File: src/rtl/arbitro_contador.sv
// arbitro_contador: round-robin scheduler that shares one zera/conta/registra
// measurement datapath among N_REQ requesters. Each granted requester gets one
// full measurement (ZERA, CONTA until fim_contador, REGISTRA, FIM), and
// ptr rotates so the search after a grant starts just past the last winner.
// Optional feature macro: ARBITRO_TIMEOUT_EN aborts CONTA after TIMEOUT cycles
// without fim_contador, skipping REGISTRA and pulsing erro together with pronto.
module arbitro_contador #(
    parameter int unsigned N_REQ   = 4,
    parameter int unsigned TIMEOUT = 255
) (
    input  logic                       clock,
    input  logic                       reset,
    input  logic [N_REQ-1:0]           req,
    input  logic                       fim_contador,
    output logic [N_REQ-1:0]           grant,
    output logic [$clog2(N_REQ)-1:0]   id_grant,
    output logic                       zera,
    output logic                       conta,
    output logic                       registra,
    output logic                       pronto,
    output logic                       ocupado,
    output logic                       erro
);

    localparam int unsigned IDW = $clog2(N_REQ);

    typedef enum logic [2:0] {
        OCIOSO   = 3'd0,
        ZERA     = 3'd1,
        CONTA    = 3'd2,
        REGISTRA = 3'd3,
        FIM      = 3'd4
    } estado_t;

    estado_t            state_r;
    estado_t            state_s;
    logic [N_REQ-1:0]   grant_r;
    logic [IDW-1:0]     id_r;
    logic [IDW-1:0]     ptr_r;
    logic [IDW-1:0]     winner_s;
    logic [N_REQ-1:0]   onehot_s;
    logic               timeout_hit_s;
    logic               zera_s;
    logic               conta_s;
    logic               registra_s;
    logic               pronto_s;
    logic               ocupado_s;

    // First set bit of r, searching from (p+1) mod N_REQ upward with wrap.
    function automatic logic [IDW-1:0] pick_winner(input logic [N_REQ-1:0] r,
                                                   input logic [IDW-1:0]   p);
        logic [IDW-1:0] w;
        logic           found;
        int             idx;
        w     = '0;
        found = 1'b0;
        for (int off = 1; off <= int'(N_REQ); off++) begin
            idx = (int'(p) + off) % int'(N_REQ);
            if (!found && r[idx[IDW-1:0]]) begin
                w     = idx[IDW-1:0];
                found = 1'b1;
            end else begin
                w     = w;
            end
        end
        return w;
    endfunction

    // Winner index and its one-hot form, evaluated against the current pointer.
    always_comb begin
        winner_s           = pick_winner(req, ptr_r);
        onehot_s           = '0;
        onehot_s[winner_s] = 1'b1;
    end

    // State register.
    always_ff @(posedge clock) begin
        if (!reset) begin
            state_r <= OCIOSO;
        end else begin
            state_r <= state_s;
        end
    end

    // Next-state logic; fim_contador is only looked at in CONTA and beats a timeout.
    always_comb begin
        state_s = state_r;
        case (state_r)
            OCIOSO: begin
                if (|req) begin
                    state_s = ZERA;
                end else begin
                    state_s = OCIOSO;
                end
            end
            ZERA:     state_s = CONTA;
            CONTA: begin
                if (fim_contador) begin
                    state_s = REGISTRA;
                end else if (timeout_hit_s) begin
                    state_s = FIM;
                end else begin
                    state_s = CONTA;
                end
            end
            REGISTRA: state_s = FIM;
            FIM:      state_s = OCIOSO;
            default:  state_s = OCIOSO;
        endcase
    end

    // Moore output decode from the registered state only.
    always_comb begin
        zera_s     = 1'b0;
        conta_s    = 1'b0;
        registra_s = 1'b0;
        pronto_s   = 1'b0;
        ocupado_s  = 1'b1;
        case (state_r)
            OCIOSO:   ocupado_s  = 1'b0;
            ZERA:     zera_s     = 1'b1;
            CONTA:    conta_s    = 1'b1;
            REGISTRA: registra_s = 1'b1;
            FIM:      pronto_s   = 1'b1;
            default:  ocupado_s  = 1'b0;
        endcase
    end

    // Grant capture in OCIOSO, release and pointer rotation when leaving FIM.
    always_ff @(posedge clock) begin
        if (!reset) begin
            grant_r <= '0;
            id_r    <= '0;
            ptr_r   <= IDW'(N_REQ - 1);
        end else begin
            case (state_r)
                OCIOSO: begin
                    if (|req) begin
                        grant_r <= onehot_s;
                        id_r    <= winner_s;
                    end else begin
                        grant_r <= grant_r;
                        id_r    <= id_r;
                    end
                end
                FIM: begin
                    ptr_r   <= id_r;
                    grant_r <= '0;
                    id_r    <= '0;
                end
                default: begin
                    grant_r <= grant_r;
                    id_r    <= id_r;
                end
            endcase
        end
    end

`ifdef ARBITRO_TIMEOUT_EN
    localparam int unsigned CW = ($clog2(TIMEOUT + 1) > 8) ? $clog2(TIMEOUT + 1) : 8;

    logic [CW-1:0] cnt_r;
    logic          erro_r;

    // CONTA cycle counter: cleared in ZERA so it starts at 0 in the first CONTA cycle.
    always_ff @(posedge clock) begin
        if (!reset) begin
            cnt_r <= '0;
        end else if (state_r == ZERA) begin
            cnt_r <= '0;
        end else if (state_r == CONTA) begin
            cnt_r <= cnt_r + CW'(1'b1);
        end else begin
            cnt_r <= cnt_r;
        end
    end

    // Hit in the TIMEOUT-th CONTA cycle.
    assign timeout_hit_s = (state_r == CONTA) && (cnt_r == CW'(TIMEOUT - 1));

    // Abort flag: high exactly during the FIM reached through a timeout.
    always_ff @(posedge clock) begin
        if (!reset) begin
            erro_r <= 1'b0;
        end else begin
            erro_r <= timeout_hit_s && !fim_contador;
        end
    end

    assign erro = erro_r;
`else
    logic unused_timeout_s;

    assign unused_timeout_s = (TIMEOUT > 0);
    assign timeout_hit_s    = 1'b0;
    assign erro             = 1'b0;
`endif

    assign grant    = grant_r;
    assign id_grant = id_r;
    assign zera     = zera_s;
    assign conta    = conta_s;
    assign registra = registra_s;
    assign pronto   = pronto_s;
    assign ocupado  = ocupado_s;

endmodule

File: config.mk
export PLATFORM = sky130hd
export DESIGN_NAME = arbitro_contador
export DESIGN_NICKNAME = d
export VERILOG_FILES = /design/src/rtl/arbitro_contador.sv
export SDC_FILE = /design/constraint.sdc
export NUM_CORES = 1
export LEC_CHECK = 0
export CAP_MARGIN = 25
export CORE_UTILIZATION = 38
export CTS_CLUSTER_DIAMETER = 40
export CTS_CLUSTER_SIZE = 12
export DETAILED_ROUTE_END_ITERATION = 10
export PLACE_DENSITY = 0.71
export SYNTH_ARGS = -nofsm -noshare
export SYNTH_HDL_FRONTEND = slang
export SYNTH_SLANG_ARGS = --single-unit
File: constraint.sdc
create_clock -name clock -period 1.4 [get_ports clock]
set_clock_uncertainty 0.15 [all_clocks]
set_input_delay 0.21 -clock clock [delete_from_list [all_inputs] [get_ports clock]]
set_output_delay 0.21 -clock clock [all_outputs]
set_load 0.005 [all_outputs]
== Word level (Yosys, flattened, before mapping) ==
Index checks and enable logic that the tools add are counted.
Widths: inputs -> output; s select.

* Register bits after elaboration: 11
* Output and inout port bits: 12
* Word-level logic and storage cells: 60

* Add/subtract/negate cells: 4
* Order comparisons: 6
* Equal/unequal tests: 5
* Mux-type cells: 29
* Reductions and logical operators: 12

{| class="wikitable"
|+ Operators with widths
! kind !! number
|-
| $lt 2x3->1 const B || 5
|-
| $mux 1 || 15
|-
| $pmux 3 s4 || 1
|-
| $mux 2 || 5
|-
| $bmux 1 s2 || 4
|-
| $pmux 4 s2 || 1
|-
| $reduce_or 4->1 || 2
|-
| $eq 3x2->1 const B || 2
|-
| $add 2x1->2 const B || 2
|-
| $add 2x2->2 const B || 2
|-
| $logic_and 1x1->1 || 4
|-
| $mux 4 || 1
|-
| $pmux 2 s2 || 1
|-
| $eq 3x1->1 const B || 1
|-
| $eq 3x3->1 const B || 1
|-
| $logic_not 1->1 || 3
|-
| $logic_not 3->1 || 1
|-
| $demux 1 s2 || 1
|-
| $ge 2x1->1 const B || 1
|-
| $ne 2x2->1 const B || 1
|-
| $reduce_and 2->1 || 1
|-
| $reduce_bool 2->1 || 1
|}

== Longest topological paths before layout ==
Gate-level depths: netlist of the first run.

* Word-level depth: 19
* Depth in mapped cells: 5
* Mapped depth without buffers: 4

== Worst setup path after synthesis of the first run ==
Ideal clock, no wire load.

* Path type: reg2reg
* Start: register state_r[0]
* End: register id_r[1], in the netlist id_grant[1]
* Arrival: 1.200 ns
* Required time: 1.180 ns
* Slack: -0.020 ns
* Cell stages (with the launch flop): 5
* Path buffers: 0
* Path through: dfxtp_1 > nor2_4 > nand2b_4 > or4b_1 > a21boi_1

* Word-level cells in the longest chain between the ends: 3
* Elaborated cells between the ends (all ways): 6
* Classes of those cells: 2 x eq/ne; 1 x mux; 3 x reduce/logical

{| class="wikitable"
|+ RTL lines
! element !! line !! RTL
|-
| from (decl) || 35 || <nowiki>estado_t state_r;</nowiki>
|-
| from (signal assigned) || 81 || <nowiki>state_r <= state_s;</nowiki>
|-
| $eq 3x3->1 or $logic_not 3->1 (tied branches) || 136 || <nowiki>case (state_r)</nowiki>
|-
| $reduce_bool 2->1 (no source line) or $ne 2x2->1 (tied branches) || -- ||
|-
| $reduce_and 2->1 (no source line) || -- ||
|-
| to (signal assigned) || 140 || <nowiki>id_r <= winner_s;</nowiki>
|-
| to (signal assigned) || 143 || <nowiki>id_r <= id_r;</nowiki>
|-
| to (signal assigned) || 153 || <nowiki>id_r <= id_r;</nowiki>
|-
| to (decl) || 38 || <nowiki>logic [IDW-1:0] id_r;</nowiki>
|}

Several ways; a longest one is shown, not always the timed one.
A chain may end at the register's enable or synchronous reset.

== Worst setup path after layout of the first run ==
* Start: register state_r[1]
* End: register id_r[1], in the netlist id_grant[1]

Same word-level chain as after synthesis.

==> flow_summary.json, run 1 <==
{
  "fp.dieW_um": 40.58,
  "grt.overflow.total": 0,
  "critPathLaunchType": "register",
  "hpwl_um": 952.7,
  "met1_length_um": 880,
  "synth_cell_types": 30,
  "initial_core_util_pct": 41.89,
  "synth_seq_area_share_pct": 38.94,
  "place_area_um2": 840.8,
  "clk_pin_slew_worst_paths_ns": 0.07,
  "power-per-cell-area_nw_per_um2": 1297,
  "crit_buf_inv": 1,
  "max-cap-violations": 0,
  "failed_checks": "negative setup slack",
  "worstPathCellList": "nor2_4 -> buf_6 -> nand2b_4 -> or4b_1 -> a21boi_1",
  "layout.nets": 118,
  "rows": 13,
  "syn-num-nets": 70,
  "grtUsageTotal_pct": 21.73,
  "tns_ns": -0.8057,
  "drc_errors": 0,
  "synth.cell_area_um2": 565.5,
  "crit_type": "register to register",
  "synth-main-ff-cell": "dfxtp_1",
  "final_hold_viol_count": 0,
  "synth_edf_count": 0,
  "cpMaxStageDelayCell": "or4b_1",
  "fmax_mhz": 653.7,
  "die_y_um": 40.58,
  "cts_tree": "yes",
  "setup.worst_path.end_class": "register",
  "power_mw": 1.371,
  "fin_crit_sh_pct": 109.3,
  "rsz0062_at_grt": "true",
  "met2_length_um": 942,
  "design_area_um2": 1057,
  "clockRootBuffer": "clkbuf_4",
  "period_needed_ns": 1.530,
  "clock_latency_ns": 0.28,
  "first_pass_iters": 4,
  "worst_slack_ns": -0.1298,
  "cts_num_sinks": 11,
  "critical-path-top-delay-family": "simple AND/OR/NAND/NOR gates",
  "grt_max_degree": 8,
  "cp.required_ns": 1.46,
  "antenna_found_initial": 0,
  "dieArea_um2": 1647,
  "diodes": 0,
  "cts_buffers": 3,
  "drive_gt1_share_pct": 51.82,
  "wl_per_cell_um": 15.22,
  "ant_nets": 0,
  "status": "finished with violations",
  "hp-class": "register to register",
  "ios": 19,
  "synthArstFlopShare_pct": 0,
  "vias": 654,
  "first_iter_violations": 18,
  "peakVddDrop_v": 0.0009047,
  "syn_inst": 63,
  "setup_violations": 13,
  "yosys_warnings": 0,
  "routed_wl_um": 1902,
  "cts-htree-levels": 1,
  "power.leakage_nw": 0.5086,
  "route.met3.wl_um": 71,
  "areaGrowthSynthToFinish_pct": 86.95,
  "slew_violations": 0,
  "critPathMaxStageDelay_ns": 0.49,
  "gp_congestion": 0.7817,
  "vias_per_cell": 5.232,
  "cts_buffer_depth": 2,
  "cp.arrival_ns": 1.59,
  "core_area_um2": 1350,
  "ys_seq_elements": 11,
  "avgSynthCellArea_um2": 8.977,
  "top_layer": "met4",
  "io_buffers": 17,
  "holdBufCountCts": 0,
  "path_max_fanout": 4,
  "post-place-ws_ns": -0.5113,
  "grt_pass1_vias": 540,
  "grt_first_pass_wirelength_um": 2325,
  "hold_ws_ns": 0.3087
}
report_power, final:
part,switching (mW),internal (mW),total (mW)
sequential,0.0622,0.376,0.438
clock,0.118,0.106,0.224
combinational,0.271,0.438,0.709
final cells by class:
type | count | area (um2)
Timing Repair Buffer | 46 | 385.4
Multi-Input combinational cell | 47 | 381.6
Fill cell | 100 | 292.8
Sequential cell | 11 | 236.5
Clock buffer | 3 | 22.52
Tap cell | 15 | 18.77
Inverter | 2 | 7.507
Clock inverter | 1 | 5.005
layout by cell type (no fill, tap or decap), types with 2 or more instances in the layout:
cell type        count
nand2b_4             2
xnor2_1              2
clkdlybuf4s50_1      3
buf_2                5
o21ai_1              2
dlygate4sd2_1        9
nand2b_1             2
nor2b_1              2
buf_4               20
nand2_1              5
dfxtp_1              4
buf_6                9
o2bb2ai_1            2
nand3_1              4
a32o_1               2
nor2_1               3
o22ai_1              2
clkbuf_4             3
dfxtp_4              3
nor4_4               2
dfxtp_2              4
o211ai_1             2
cell families after synthesis:
family / count (synthesis) / share of synthesized area, %
AND/OR/NAND/NOR: 30 / 34.07
flip-flops: 11 / 38.94
AO/OA/AOI/OAI: 13 / 16.59
XOR/XNOR: 2 / 3.098
multiplexers: 1 / 1.770
buffers and inverters: 5 / 4.866
other: 1 / 0.6631
cell usage after synthesis, drive strengths merged (2+ instances only):
master	instances	area share [%]
o211ai	2	2.7
nand2	6	4.0
dfxtp	11	39
nor4	2	2.2
nor2	4	4.0
a32o	2	3.5
xnor2	2	3.1
nor3b	2	2.7
inv	2	1.3
buf	3	3.5
o22ai	2	2.2
nor2b	2	2.2
o2bb2ai	2	3.1
o21ai	2	1.8
nand3	4	3.5
nand2b	4	7.1
worst paths after layout:
check	start	endpoint	slack, ns	cells past startpoint
worst max-delay path	state_r[1]	id_grant[1]	-0.13	5
worst min register to register	grant[1]	grant[1]	0.31	1
worst max register to register	state_r[1]	id_grant[1]	-0.13	5
worst min-delay path	grant[1]	grant[1]	0.31	1
metal layers:
metal | GRT usage, % | vias to the layer above
met3 | 8.333 | 2
met2 | 34.52 | 17
li1 | - | 322
met4 | 5.000 | 0
met1 | 27.39 | 313
met5 | 0 | -
per-stage QoR:
stage,utilization [%],instances
after CTS,74.24,122
after global placement,62.28,106
final,78.31,125
after detailed placement,62.28,106
after floorplan,-,63
after global routing,78.31,125
flip-flops by register name, indices dropped and copies added, names as in the netlist:
register  flops
state_r       3
id_grant      2
grant         4
ptr_r         2
timing repair:
| action | in CTS | in global routing |
|---|---|---|
| gates resized for setup | 54 | 6 |
| endpoints found under the hold margin | 0 | 0 |
| endpoints found under the setup margin | 18 | 13 |
| pin swaps | 5 | 6 |
| buffers inserted | 15 | 4 |
(Power assumes the default switching activity.)
==> run 2: changes to the inputs <==
Settings changed: CORE_UTILIZATION 38 to 36, PLACE_DENSITY 0.71 to 0.68.
==> run 2 against run 1 <==
  * The run still ends with negative setup slack left
  * Critical endpoint unchanged
  * Maximum frequency is 5.6% lower
  * Non-clock buffer count is 3 lower
  * Highest routed layer unchanged
  * Critical path type unchanged
  * Global-route usage is 2.2 points higher
  * Sequential cell count stayed put
==> flow_summary.json, run 2 (synthesis gave the netlist of run 1 again) <==
{
  "vias": 650,
  "grt_pass1_vias": 629,
  "cpMaxStageDelayCell": "or4b_4",
  "busiest_layer": "met2",
  "path_max_fanout": 5,
  "final_hold_viol_count": 0,
  "fill_cells": 96,
  "clock_latency_ns": 0.28,
  "critical_path.reg2reg.endpoint": "id_grant[1]",
  "initial_core_util_pct": 40.90,
  "first_iter_violations": 19,
  "grt_first_pass_wirelength_um": 3049,
  "cts_tree": "yes",
  "rsz0062_at_grt": "true",
  "critPathMaxStageDelay_ns": 0.52,
  "vias_per_cell": 5.328,
  "critPathLaunchType": "register",
  "gp_congestion": 0.7635,
  "crit_start": "state_r[1]",
  "worstSetupEndpoint": "id_grant[1]",
  "failed_checks": "negative setup slack",
  "clockRootBuffer": "clkbuf_4",
  "core_area_um2": 1383,
  "reg2reg_slack_ns": -0.22,
  "met1_usage_pct": 26.68,
  "ios": 19,
  "use_met2_pct": 38.75,
  "worstPathCellList": "nor2_4 -> buf_6 -> buf_6 -> nand2b_4 -> or4b_4 -> a21boi_1",
  "status": "finished with violations",
  "grtUsageTotal_pct": 23.96,
  "ant_nets": 0,
  "hpwl_um": 1009,
  "antenna_found_initial": 0,
  "fp.dieW_um": 41.64,
  "die_y_um": 41.64,
  "crit_type": "register to register",
  "drc_errors": 0,
  "power-per-cell-area_nw_per_um2": 1347,
  "cts_buffers": 3,
  "grt.overflow.total": 0,
  "first_pass_iters": 5,
  "largest_reg_flops": 4,
  "cp.arrival_ns": 1.69,
  "layout_commonest_cell": "buf_4",
  "reg2reg_depth": 6,
  "hold_ws_ns": 0.3186,
  "dp.cells": 108,
  "areaGrowthSynthToFinish_pct": 84.73,
  "routed_wl_um": 1972,
  "worst_slack_ns": -0.2211,
  "setup_violations": 11,
  "cp.required_ns": 1.47,
  "fin_crit_sh_pct": 115.8,
  "drive_gt1_share_pct": 52.34,
  "layout_common_cells": "20 x buf_4, 9 x dlygate4sd2_1, 7 x buf_6, 6 x dfxtp_1, 5 x nand2_1",
  "tns_ns": -1.102,
  "wl_per_cell_um": 16.16,
  "io_buffers": 17,
  "fmax_mhz": 616.9,
  "slew_violations": 0,
  "use_met3_pct": 10.43,
  "layout.nets": 115,
  "min_path_cells": 1,
  "grt_max_degree": 8,
  "clk_pin_slew_worst_paths_ns": 0.07,
  "hp-class": "register to register",
  "post-place-ws_ns": -0.5041,
  "cts_buffer_depth": 2,
  "period_needed_ns": 1.621,
  "power.leakage_nw": 0.4972,
  "place_area_um2": 855.8,
  "rows": 13,
  "cts_num_sinks": 11,
  "dieArea_um2": 1733,
  "design_area_um2": 1045,
  "stdcell_count": 122,
  "diodes": 0,
  "r2r-start": "state_r[1]",
  "crit_top_cell": "buf_6",
  "peakVddDrop_v": 0.0008990,
  "max-cap-violations": 0,
  "cts-htree-levels": 1,
  "setup.worst_path.end_class": "register"
}
## run 2: changes by cell type in the layout (fill, tap and decap cells not counted), sizes merged
| cell | change |
|---|---|
| buf | -3 |
## run 2: how the worst min path moves through the flow
stage / start / to / slack [ns]
after detailed placement: grant[1] / grant[1] / 0.30
after global placement: grant[3] / grant[3] / 0.31
after CTS: grant[1] / grant[1] / 0.32
after floorplan: reset / ptr_r[1] / 0.13
final: grant[3] / grant[3] / 0.32
after global routing: grant[3] / grant[3] / 0.33
## run 2: layout make-up
type / instances / area, um2 / area share, %
multi-input combinational: 47 / 399.1 / 38.20
tap: 15 / 18.77 / 1.796
clock inverter: 1 / 5.005 / 0.4790
sequential: 11 / 234.0 / 22.40
inverter: 2 / 7.507 / 0.7186
clock buffer: 3 / 22.52 / 2.156
timing repair buffer: 43 / 357.8 / 34.25
## run 2: power by group
group          internal, mW  switching [mW]
clock network         0.106           0.121
logic                 0.448           0.294
registers             0.374          0.0632
total                 0.928           0.479
## run 2: layer usage
layer  share of wire (%)  routed length [um]
met5                   0                   0
met1                  40                 791
met3                 6.4                 127
met4                 3.9                  76
met2                  49                 976
## run 2: stage by stage
stage | power, mW | util [%]
floorplan | 0.6285 | -
global placement | 0.9263 | 61.90
detailed placement | 0.9292 | 61.90
CTS | 1.306 | 72.67
global route | 1.469 | 75.57
finish | 1.407 | 75.57
## run 2: what timing repair did
item	4_1_cts	5_1_grt
setup endpoints to repair	18	13
pin swaps	3	7
resized for setup	49	10
setup buffers	9	1
hold buffers	0	0
## run 2: worst max-delay path: cells and delay by family (launching register included)
family                 cells  cell delay [ns]
buffers and inverters      2             0.20
flip-flops                 1             0.38
AND/OR/NAND/NOR            3             0.70
AO/OA/AOI/OAI              1             0.13
==> run 3: changes to the inputs <==
--- a/config.mk
+++ b/config.mk
@@ -7,9 +7,9 @@
 export LEC_CHECK = 0
 export CAP_MARGIN = 25
-export CORE_UTILIZATION = 36
+export CORE_UTILIZATION = 38
 export CTS_CLUSTER_DIAMETER = 40
 export CTS_CLUSTER_SIZE = 12
 export DETAILED_ROUTE_END_ITERATION = 10
-export PLACE_DENSITY = 0.68
+export PLACE_DENSITY = 0.71
 export SYNTH_ARGS = -nofsm -noshare
 export SYNTH_HDL_FRONTEND = slang
==> constraint.sdc (replaced) <==
create_clock -name clock -period 1.4 [get_ports clock]
set_clock_uncertainty 0.15 [all_clocks]
set_input_delay 0.42 -clock clock [delete_from_list [all_inputs] [get_ports clock]]
set_output_delay 0.42 -clock clock [all_outputs]
set_load 0.005 [all_outputs]
==> run 3 against run 2 <==
  * The run still ends with negative setup slack left
  * Design area is 1.9% lower
  * Critical path type is now register to primary output
  * Clock power is 8% lower
  * Largest power group unchanged
  * Die area is 5.0% lower
  * Critical path depth is 3 lower
  * Global-route usage is 1.2 points lower
==> flow_summary.json, run 3 (synthesis gave the netlist of run 1 again) <==
{
  "rsz0062_at_grt": "true",
  "clock_latency_ns": 0.27,
  "gp_congestion": 0.7665,
  "crit_type": "register to primary output",
  "rows": 13,
  "grt.overflow.total": 0,
  "status": "finished with violations",
  "antenna_found_initial": 0,
  "grtUsageTotal_pct": 22.78,
  "vias": 588,
  "cts_num_sinks": 11,
  "grt_max_degree": 7,
  "diodes": 0,
  "cts_tree": "yes",
  "whs_endpoint": "grant[1]",
  "switching_share_pct": 32.31,
  "min-delay-start": "grant[1]",
  "finish.utilization_pct": 75.90,
  "grt_pass1_vias": 551,
  "cts_buffers": 3,
  "layout.nets": 111,
  "post-place-ws_ns": -0.7121,
  "fin_crit_sh_pct": 117.2,
  "drive_gt1_share_pct": 66.99,
  "drc_errors": 0,
  "period_needed_ns": 1.640,
  "critPathLaunchType": "register",
  "combPwrFrac_pct": 50.1,
  "io_buffers": 17,
  "critical_path.reg2reg.endpoint": "id_grant[1]",
  "min_path_cells": 1,
  "first_pass_iters": 2,
  "cts_buffer_depth": 2,
  "cp.required_ns": 0.83,
  "fmax_mhz": 609.7,
  "layout_commonest_cell": "buf_4",
  "first_iter_violations": 5,
  "power.switching_mw": 0.4175,
  "dieArea_um2": 1647,
  "clockPowerShare_pct": 16.3,
  "grt_first_pass_wirelength_um": 2366,
  "fp.dieW_um": 40.58,
  "reg2reg_slack_ns": -0.14,
  "pwr-share-seq_pct": 33.6,
  "setup_violations": 6,
  "worst_slack_ns": -0.2402,
  "cp.arrival_ns": 1.07,
  "layout_common_cells": "17 x buf_4, 8 x buf_6, 7 x dfxtp_2, 5 x buf_2",
  "ios": 19,
  "clockRootBuffer": "clkbuf_4",
  "power-per-cell-area_nw_per_um2": 1261,
  "cts-htree-levels": 1,
  "hpwl_um": 973.6,
  "holdBufCountCts": 0,
  "initial_core_util_pct": 41.89,
  "power.leakage_nw": 0.4516,
  "routed_wl_um": 1567,
  "clk_pin_slew_worst_paths_ns": 0.07,
  "failed_checks": "negative setup slack",
  "r2r-start": "state_r[1]",
  "ant_nets": 0,
  "intPower_mw": 0.8747,
  "path_max_fanout": 4,
  "multi_input_area_um2": 416.7,
  "setup.worst_path.end_class": "primary output",
  "core_area_um2": 1350,
  "regArea_um2": 244.0,
  "slew_violations": 0,
  "hp-class": "register to register",
  "vias_per_cell": 4.983,
  "fill_cells": 97,
  "largest_reg_flops": 4,
  "final_hold_viol_count": 0,
  "areaGrowthSynthToFinish_pct": 81.19,
  "reg2reg_depth": 5,
  "max-cap-violations": 0,
  "wl_per_cell_um": 13.28,
  "peakVddDrop_v": 0.0007363,
  "die_y_um": 40.58
}
-- run 3: cell count changes in the layout (fill, tap and decap cells not counted), moves of 2 or more --
| cell | before | now |
|---|---|---|
| clkbuf_2 | 0 | 4 |
| nand2_1 | 5 | 2 |
| dfxtp_2 | 2 | 7 |
| o22ai_2 | 0 | 2 |
| clkdlybuf4s15_1 | 0 | 3 |
| dfxtp_1 | 6 | 0 |
| dlygate4sd2_1 | 9 | 1 |
| buf_4 | 20 | 17 |
| nand2_2 | 0 | 4 |
| clkdlybuf4s50_1 | 3 | 1 |
| o22ai_1 | 2 | 0 |
-- run 3: through the flow --
stage               hold slack (ns)  total power, mW  instance area [um2]  setup TNS (ns)  instances
detailed placement           0.2957           0.9043                847.1          -6.281        105
CTS                          0.3081            1.261                988.4          -1.267        121
finish                       0.3034            1.292                 1025          -1.079        118
global route                 0.3289            1.373                 1025          -1.405        118
floorplan                    0.3058           0.6257                580.6        -0.04843         63
global placement             0.3075           0.9013                847.1          -6.149        105
-- run 3: cell type report --
type                            count  share of cell area [%]
Sequential cell                    11                   23.81
Inverter                            2                  0.7326
Tap cell                           15                   1.832
Multi-Input combinational cell     47                   40.66
Clock buffer                        4                   2.564
Timing Repair Buffer               39                   30.40
-- run 3: worst max-delay path by stage --
stage	endpoint	start	cells after the start	slack, ns
2_1_floorplan	id_grant[1]	req[1]	4	-0.05
3_3_place_gp	id_grant[1]	req[1]	5	-0.68
3_5_place_dp	id_grant[1]	req[3]	5	-0.71
4_1_cts	conta	state_r[2]	3	-0.23
5_1_grt	ocupado	state_r[1]	3	-0.28
6_report	conta	state_r[2]	3	-0.24
-- run 3: power groups by stage --
| stage | clock network [mW] | logic (mW) | registers (mW) |
|---|---|---|---|
| 2_1_floorplan | 0 | 0.210 | 0.416 |
| 4_1_cts | 0.223 | 0.612 | 0.425 |
| 6_report | 0.210 | 0.648 | 0.434 |
| 3_5_place_dp | 0 | 0.488 | 0.417 |
| 5_1_grt | 0.239 | 0.695 | 0.439 |
| 3_3_place_gp | 0 | 0.485 | 0.417 |
-- run 3: layer usage --
layer | up-vias | global-route usage [%] | part of all wire (%)
met2 | 13 | 39.68 | 52
met5 | - | 0 | 0
met3 | 0 | 8.333 | 3.5
met1 | 268 | 25.17 | 44
li1 | 307 | - | -
met4 | 0 | 7.500 | 0
-- run 3: repair_timing --
item	in CTS	in global routing
setup buffers	12	2
gates resized for setup	68	27
pin swaps	7	7
endpoints found under the setup margin	18	14
-- run 3: critical path: stages, from the launching register on --
cell	delay (ns)
dfxtp_4	0.36
buf_6	0.12
nor3b_4	0.19
buf_2	0.14
